`src/rtl/rom_download_router.sv`:
```
// Routes the MiSTer ioctl download stream into NUM_REGIONS contiguous ROM regions and
// tracks how full each region is. Define ROM_CHECKSUM_EN to add a 16-bit byte-sum output.
module rom_download_router #(
  parameter int unsigned                    NUM_REGIONS = 4,
  parameter int unsigned                    ADDR_W      = 25,
  parameter logic [NUM_REGIONS*ADDR_W-1:0] REGION_BASE = {25'h6000, 25'h4000, 25'h2000, 25'h0000},
  parameter logic [ADDR_W-1:0]             END_ADDR    = 25'h8000
) (
  input  logic                   clk_49m,
  input  logic                   reset,
  input  logic                   ioctl_download,
  input  logic [ADDR_W-1:0]      ioctl_addr,
  input  logic [7:0]             ioctl_data,
  input  logic                   ioctl_wr,
  output logic [NUM_REGIONS-1:0] rom_cs,
  output logic                   rom_wr,
  output logic [ADDR_W-1:0]      rom_addr,
  output logic [7:0]             rom_data,
  output logic [NUM_REGIONS-1:0] region_loaded,
  output logic                   load_done,
  output logic                   bad_addr_err
`ifdef ROM_CHECKSUM_EN
  ,
  output logic [15:0]            checksum
`endif
);

  localparam int unsigned CNT_W = ADDR_W + 1;

  typedef enum logic [1:0] {IDLE, LOAD, DONE} state_t;

  function automatic logic [ADDR_W-1:0] base_of(input int i);
    return REGION_BASE[i*ADDR_W +: ADDR_W];
  endfunction

  function automatic logic [ADDR_W-1:0] limit_of(input int i);
    if (i + 1 >= int'(NUM_REGIONS)) return END_ADDR;
    return REGION_BASE[(i+1)*ADDR_W +: ADDR_W];
  endfunction

  function automatic logic [CNT_W-1:0] size_of(input int i);
    return CNT_W'(limit_of(i)) - CNT_W'(base_of(i));
  endfunction

  state_t                   state_q, state_d;
  logic                     dl_q;
  logic                     rise_c, fall_c;
  logic                     clear_c, load_c, done_c;
  logic [NUM_REGIONS-1:0]   hit_c;
  logic [ADDR_W-1:0]        offset_c;
  logic                     in_range_c, wr_ok_c, bad_c;
  logic [CNT_W-1:0]         cnt_q [NUM_REGIONS];

  // dl_q resets high so a download already in progress at reset release is not a rising edge
  always_ff @(posedge clk_49m or negedge reset) begin
    if (!reset) dl_q <= 1'b1;
    else        dl_q <= ioctl_download;
  end

  assign rise_c = ioctl_download & ~dl_q;
  assign fall_c = ~ioctl_download & dl_q;

  always_ff @(posedge clk_49m or negedge reset) begin
    if (!reset) state_q <= IDLE;
    else        state_q <= state_d;
  end

  always_comb begin
    state_d = state_q;
    unique case (state_q)
      IDLE:    if (rise_c) state_d = LOAD;
      LOAD:    if (fall_c) state_d = DONE;
      DONE:    if (rise_c) state_d = LOAD;
      default: state_d = IDLE;
    endcase
  end

  always_comb begin
    clear_c = 1'b0;
    load_c  = 1'b0;
    done_c  = 1'b0;
    unique case (state_q)
      IDLE:    clear_c = rise_c;
      LOAD:    load_c  = 1'b1;
      DONE: begin
        clear_c = rise_c;
        done_c  = ~rise_c;
      end
      default: ;
    endcase
  end

  // Region decode: at most one region matches since bases ascend
  always_comb begin
    hit_c    = '0;
    offset_c = '0;
    for (int i = 0; i < int'(NUM_REGIONS); i++) begin
      if (ioctl_addr >= base_of(i) && ioctl_addr < limit_of(i)) begin
        hit_c[i] = 1'b1;
        offset_c = ioctl_addr - base_of(i);
      end
    end
  end

  assign in_range_c = |hit_c;
  assign wr_ok_c    = load_c & ioctl_wr & in_range_c;
  assign bad_c      = load_c & ioctl_wr & ~in_range_c;

  always_ff @(posedge clk_49m or negedge reset) begin
    if (!reset) begin
      rom_wr       <= 1'b0;
      rom_cs       <= '0;
      rom_addr     <= '0;
      rom_data     <= '0;
      bad_addr_err <= 1'b0;
      load_done    <= 1'b0;
    end else begin
      rom_wr <= wr_ok_c;
      rom_cs <= wr_ok_c ? hit_c : '0;
      if (wr_ok_c) begin
        rom_addr <= offset_c;
        rom_data <= ioctl_data;
      end
      if (clear_c)    bad_addr_err <= 1'b0;
      else if (bad_c) bad_addr_err <= 1'b1;
      load_done <= done_c & (&region_loaded);
    end
  end

  // Per-region write counters, saturating at the region size
  always_ff @(posedge clk_49m or negedge reset) begin
    if (!reset) begin
      for (int i = 0; i < int'(NUM_REGIONS); i++) cnt_q[i] <= '0;
      region_loaded <= '0;
    end else if (clear_c) begin
      for (int i = 0; i < int'(NUM_REGIONS); i++) cnt_q[i] <= '0;
      region_loaded <= '0;
    end else if (wr_ok_c) begin
      for (int i = 0; i < int'(NUM_REGIONS); i++) begin
        if (hit_c[i] && cnt_q[i] != size_of(i)) begin
          cnt_q[i] <= cnt_q[i] + CNT_W'(1);
          if (cnt_q[i] + CNT_W'(1) == size_of(i)) region_loaded[i] <= 1'b1;
        end
      end
    end
  end

`ifdef ROM_CHECKSUM_EN
  always_ff @(posedge clk_49m or negedge reset) begin
    if (!reset)       checksum <= '0;
    else if (clear_c) checksum <= '0;
    else if (wr_ok_c) checksum <= checksum + 16'(ioctl_data);
  end
`endif

endmodule

```
`config.mk`:
```
export PLATFORM = sky130hd
export DESIGN_NAME = rom_download_router
export DESIGN_NICKNAME = d
export VERILOG_FILES = /design/src/rtl/rom_download_router.sv
export SDC_FILE = /design/constraint.sdc
export NUM_CORES = 1
export LEC_CHECK = 0
export BUFFER_PORTS_ARGS = -buffer_cell sky130_fd_sc_hd__buf_2
export CAP_MARGIN = 20
export CORE_UTILIZATION = 55
export CTS_CLUSTER_DIAMETER = 100
export DETAILED_ROUTE_END_ITERATION = 7
export PLACE_DENSITY = 0.77
export RECOVER_POWER = 25
export SLEW_MARGIN = 20
export SYNTH_ARGS = -nofsm -noshare
export SYNTH_HDL_FRONTEND = slang
export SYNTH_SLANG_ARGS = --single-unit
```
`constraint.sdc`:
```
create_clock -name clk_49m -period 2.6 [get_ports clk_49m]
set_input_delay 0.13 -clock clk_49m [delete_from_list [all_inputs] [get_ports clk_49m]]
set_output_delay 0.13 -clock clk_49m [all_outputs]
set_load 0.05 [all_outputs]
```
After elaboration in Yosys (flattened, before gate mapping) --
Index checks and enable logic that the tools add are counted.
Operators by class: $add $sub $neg 9, $lt $le $gt $ge 8, equality and inequality tests 12, multiplexer cells 45, bitwise gates (word level) 10, reduce and logical (&&, ||, !) cells 31
Operator list (number):
- two-way mux 25 bit | 11
- two-way mux 104 bit | 2
- adder 26 x 1 -> 26 bit, second input constant | 4
- two-way mux 26 bit | 4
- equality test 26 x 14 -> 1 bit, second input constant | 3
- inequality test 26 x 14 -> 1 bit, second input constant | 3
- subtractor 25 x 15 -> 26 bit, second input constant | 2
- greater-or-equal comparator 25 x 15 -> 1 bit, second input constant | 2
- < comparator 25 x 15 -> 1 bit, second input constant | 2
- subtractor 25 x 15 -> 25 bit, second input constant | 2
- equality test 26 bit | 1
- inequality test 26 bit | 1
- greater-or-equal comparator 25 x 1 -> 1 bit, second input constant | 1
- greater-or-equal comparator 25 x 14 -> 1 bit, second input constant | 1
- < comparator 25 x 14 -> 1 bit, second input constant | 1
- < comparator 25 x 16 -> 1 bit, second input constant | 1
- subtractor 25 x 14 -> 25 bit, second input constant | 1
- two-way mux 1 bit | 22
- nonzero test 2 bit | 10
- two-way mux 4 bit | 3
- AND reduction 3 bit | 4
- AND reduction 2 bit | 5
- logical AND 1 bit | 8
- bitwise AND 1 bit | 6
- other kinds (11) | 15
Word-level totals: bits in registers 151, input port bits 37, output and inout bits 44, logic and storage cells 131

Longest topological paths before layout --
depth after elaboration 26, depth in mapped cells 10, gate-level depth less buffers 9

Worst setup path before layout --
No wires, ideal clock.
kind reg-to-reg, from register cnt_q[52] (netlist name), to register region_loaded[1], arrival time 2436 ps, data required time 2533 ps, setup slack 97 ps, stages on the path, launching flop included 10, period minus slack after synthesis 2503 ps, cell sequence dfrtp_1 > ha_1 > nand3_1 > or4_1 > clkbuf_1 > or4_1 > a21oi_1 > a41oi_1 > a2111oi_0 > a22o_1
Between the ends: longest elaborated chain between the ends 4, elaborated cells on any way between the ends 7, those cells by class 1 x add/sub; 2 x eq/ne; 4 x reduce/logical
RTL lines:
- start: declaration | RTL line 52 | logic [CNT_W-1:0] cnt_q [NUM_REGIONS];
- start signal: indexed assignment | RTL line 141 | cnt_q[i] <= cnt_q[i] + CNT_W'(1);
- adder 26 x 1 -> 26 bit or inequality test 26 x 14 -> 1 bit (tied branches) | RTL line 142, 140
- equality test 26 x 14 -> 1 bit or logical AND 1 bit (tied branches) | RTL line 142, 140
- nonzero test 2 bit (no source line)
- AND reduction 3 bit (no source line) *
- end signal: assignment | RTL line 134 | region_loaded <= '0;
- end signal: assignment | RTL line 137 | region_loaded <= '0;
- end signal: indexed assignment | RTL line 142 | if (cnt_q[i] + CNT_W'(1) == size_of(i)) region_loaded[i] <= 1'b1;
- end: declaration | RTL line 19 | output logic [NUM_REGIONS-1:0] region_loaded,
Every way passes the cells marked *; elsewhere a longest branch is shown, timed or not. A chain may end at the register's enable or synchronous reset.

Final worst setup path --
from register cnt_q[85] (netlist name), to register region_loaded[0]
The elaborated chain is that of the path after synthesis.

==> summary.md <==
| Metric | Value |
|---|---|
| Synth warn | 0 |
| DIE WIDTH | 134 µm |
| Async set or reset register ratio after synthesis | 100% |
| Status | finished, final reports clean |
| Register area share after synthesis | 39.7% |
| # rows | 47 |
| Pin count of the biggest net entering global routing | 60 |
| GRT Util Overall | 29.6% |
| Post-Syn Instances | 1162 |
| CORE AREA | 16800 µm² |
| H-tree depth | 4 |
| CP Max Fanout | 8 |
| Remaining DRCs | 0 |
| Vias in the first global route | 8546 |
| Vias per inst | 6.25 |
| Leakage Power | 5.14 nW |
| Synth top cells by count | 150 x dfrtp_1, 135 x nand2_1, 112 x nor2_1, 93 x o21ai_0, 74 x clkbuf_1 |
| Layout cell share with drive strength beyond 1 | 19.6% |
| Synth-to-layout area growth | 22.1% |
| Die area | 17800 µm² |
| Initial antenna violation count | 1 |
| Yosys reg bits | 151 |
| First-pass GRT wire length | 42400 µm |
| Mapped cell area | 9520 µm² |
| Main flop type after synthesis | dfrtp_1 |
| Cell taking the most area after synthesis | dfrtp_1 |
| Final Max Slew Viols | 0 |
| CP Launch Type | flop |
| Total gr overflow | 0 |
| Avg WL per Cell | 17.2 µm |
| TritonCTS clock tree | done |
| First-pass detailed-route iteration total | 6 |
| Antenna Nets Post-Route | 0 |
| Critical setup path kind | flop to flop |
| Routability Congestion | 0.904 |
| Area contributors post-synth | dfrtp_1 39%, nand2_1 5.3%, o21ai_0 4.9%, nor2_1 4.4%, o31ai_1 4.4% |
| Post-DP HPWL | 17900 µm |
| Initial Util | 56.8% |
| Max cap viols | 0 |
| Clk Latency, worst-skew pair | 0.43 ns |
| Most common cell in the synthesized netlist | dfrtp_1 |
| Hold Vio Cnt, Final | 0 |
| FMAX | 389 MHz |
| Hold Path Class | primary input to flop |
| Yosys cell types | 73 |
| Routed via count | 9559 |
| Dpl cell area | 10700 µm² |
| Measured slew at the worst slew-check pin | 1.31 ns |
| Post-Synthesis Mean Instance Area | 8.19 µm² |
| Post-synth EDFFs | 0 |
| Chip height | 134 µm |
| Total CTS buffers | 17 |
| Port buffer count | 80 |
| RSZ-0062 raised after global routing | yes |
| Relative slew slack | 12.7% |
| Tot Pwr | 0.00536 W |
| CTS root buf | clkbuf_16 |
| Synth top area share | 39.4% |
| Clock sinks | 151 |
| Setup crit end kind | flop |
| Worst vdd ir | 0.449 mV |
| Power Dens Cells | 461 nW/µm² |
| Mapped Nets | 1213 |
| Boundary Pins | 81 |
| DRT iter0 DRCs | 939 |
| Clock Skews | 0.00887 ns |
| WL final | 26300 µm |
| WP data required | 2.97 ns |
| Endpoints failing setup | 0 |
| Final Net Count | 1347 |
| TNS Setup | 0 ns |
| Final worst path period share | 98.8% |
| Fin area | 11600 µm² |
| Fin crit period | 2.57 ns |
| CP Data Arrival Time | 2.94 ns |
| CTS Buffer Depth | 2 |
| Clock transition at path regs | 0.07 ns |
-- report_power, final --
part / switching (W) / internal [W] / total [W] / leakage [nW]
clock network: 0.00103 / 0.00158 / 0.00261 / 0.292
logic: 0.000253 / 0.000115 / 0.000368 / 2.75
registers: 0.0000139 / 0.00237 / 0.00239 / 2.10
-- cell usage in the layout, fill, tap and decap left out, types with 16 or more instances in the layout --
cell and n:
o21ai_1 27, nand4_1 38, inv_1 34, clkbuf_16 19, nor2_1 111, xnor2_1 23, a21oi_1 36, buf_4 91
o21ai_0 93, nand3_1 64, and3_1 26, nor3_1 24, o31ai_1 56, nor2b_1 16, dlygate4sd3_1 22, nand2_1 135
nor4_1 29, o41ai_1 17, dfrtp_1 150, buf_2 78
-- cells by family after synthesis --
logic type               share of synthesized area [%]
XOR/XNOR                                          3.04
AND/OR/NAND/NOR                                   29.4
multiplexers                                     0.867
AO/OA/AOI/OAI                                     19.8
buffers and inverters                             5.43
adder cells (fa/ha/maj)                           1.84
flip-flops                                        39.7
-- registers in the layout, summed over array words and instances, names as in the netlist --
| name | cells |
|---|---|
| cnt_q | 104 |
| rom_addr | 25 |
| rom_data | 8 |
| region_loaded | 4 |
| rom_cs | 4 |
| state_q | 2 |
| bad_addr_err | 1 |
| dl_q | 1 |
| load_done | 1 |
| rom_wr | 1 |
-- layer usage --
metal  vias to the layer above  global-route usage [%]  wire (µm)
met5                         -                       0          0
met4                         0                    10.7        612
met3                        47                    5.18       1810
met2                       422                    47.2      12400
met1                      4577                    40.4      11600
li1                       4513                       -          -
-- critical path, stage by stage, from the launching register on --
cell and delay, ns:
dfrtp_1 0.50, nand4_1 0.14, nor4_1 0.31, buf_4 0.17
xnor2_1 0.13, o2111ai_1 0.20, or4_1 0.56, a2111oi_2 0.29
a32o_1 0.20
-- worst paths after layout --
check | start | slack (ns) | cells after the start | end
worst max-delay path | cnt_q[85] | 0.03 | 8 | region_loaded[0]
worst min-delay path | ioctl_addr[7] | 0.04 | 4 | rom_addr[7]
worst max register to register | cnt_q[85] | 0.03 | 8 | region_loaded[0]
worst min register to register | rom_data[3] | 0.46 | 2 | rom_data[3]
max in group asynchronous | reset | 0.48 | 3 | cnt_q[66]
min in group asynchronous | reset | 0.52 | 2 | rom_data[1]
-- stage by stage --
| step | utilization, % | hold slack [ns] | setup WS, ns | instances |
|---|---|---|---|---|
| 4_1_cts | 68.7 | 0.00619 | 0.0189 | 1525 |
| 2_1_floorplan | - | -0.166 | 0.0968 | 1162 |
| 3_5_place_dp | 63.6 | 0.113 | -0.0852 | 1471 |
| 3_3_place_gp | 63.6 | 0.114 | -0.0439 | 1471 |
| 5_1_grt | 69.4 | 0.0324 | -0.0785 | 1530 |
| 6_report | 69.4 | 0.0396 | 0.0311 | 1530 |
-- timing repair --
action                                  CTS  global route
setup buffers                             0             2
endpoints found under the setup margin    3            52
hold endpoints to repair                 72             0
gates resized for setup                   2            15
pin swaps                                 0             2
hold buffers                             22             0
gates cloned                              0             2
-- cell type report --
cell class              instances  area [µm²]
repair buffers                204        1500
well taps                     220         275
inverters                      34         128
diodes                          1        2.50
multi-input cells             888        5320
flip-flops and latches        151        3780
clock inverters                12         166
clock buffers                  20         457
fillers                      1301        5140
No activity file was read; power rests on OpenSTA's default activity.
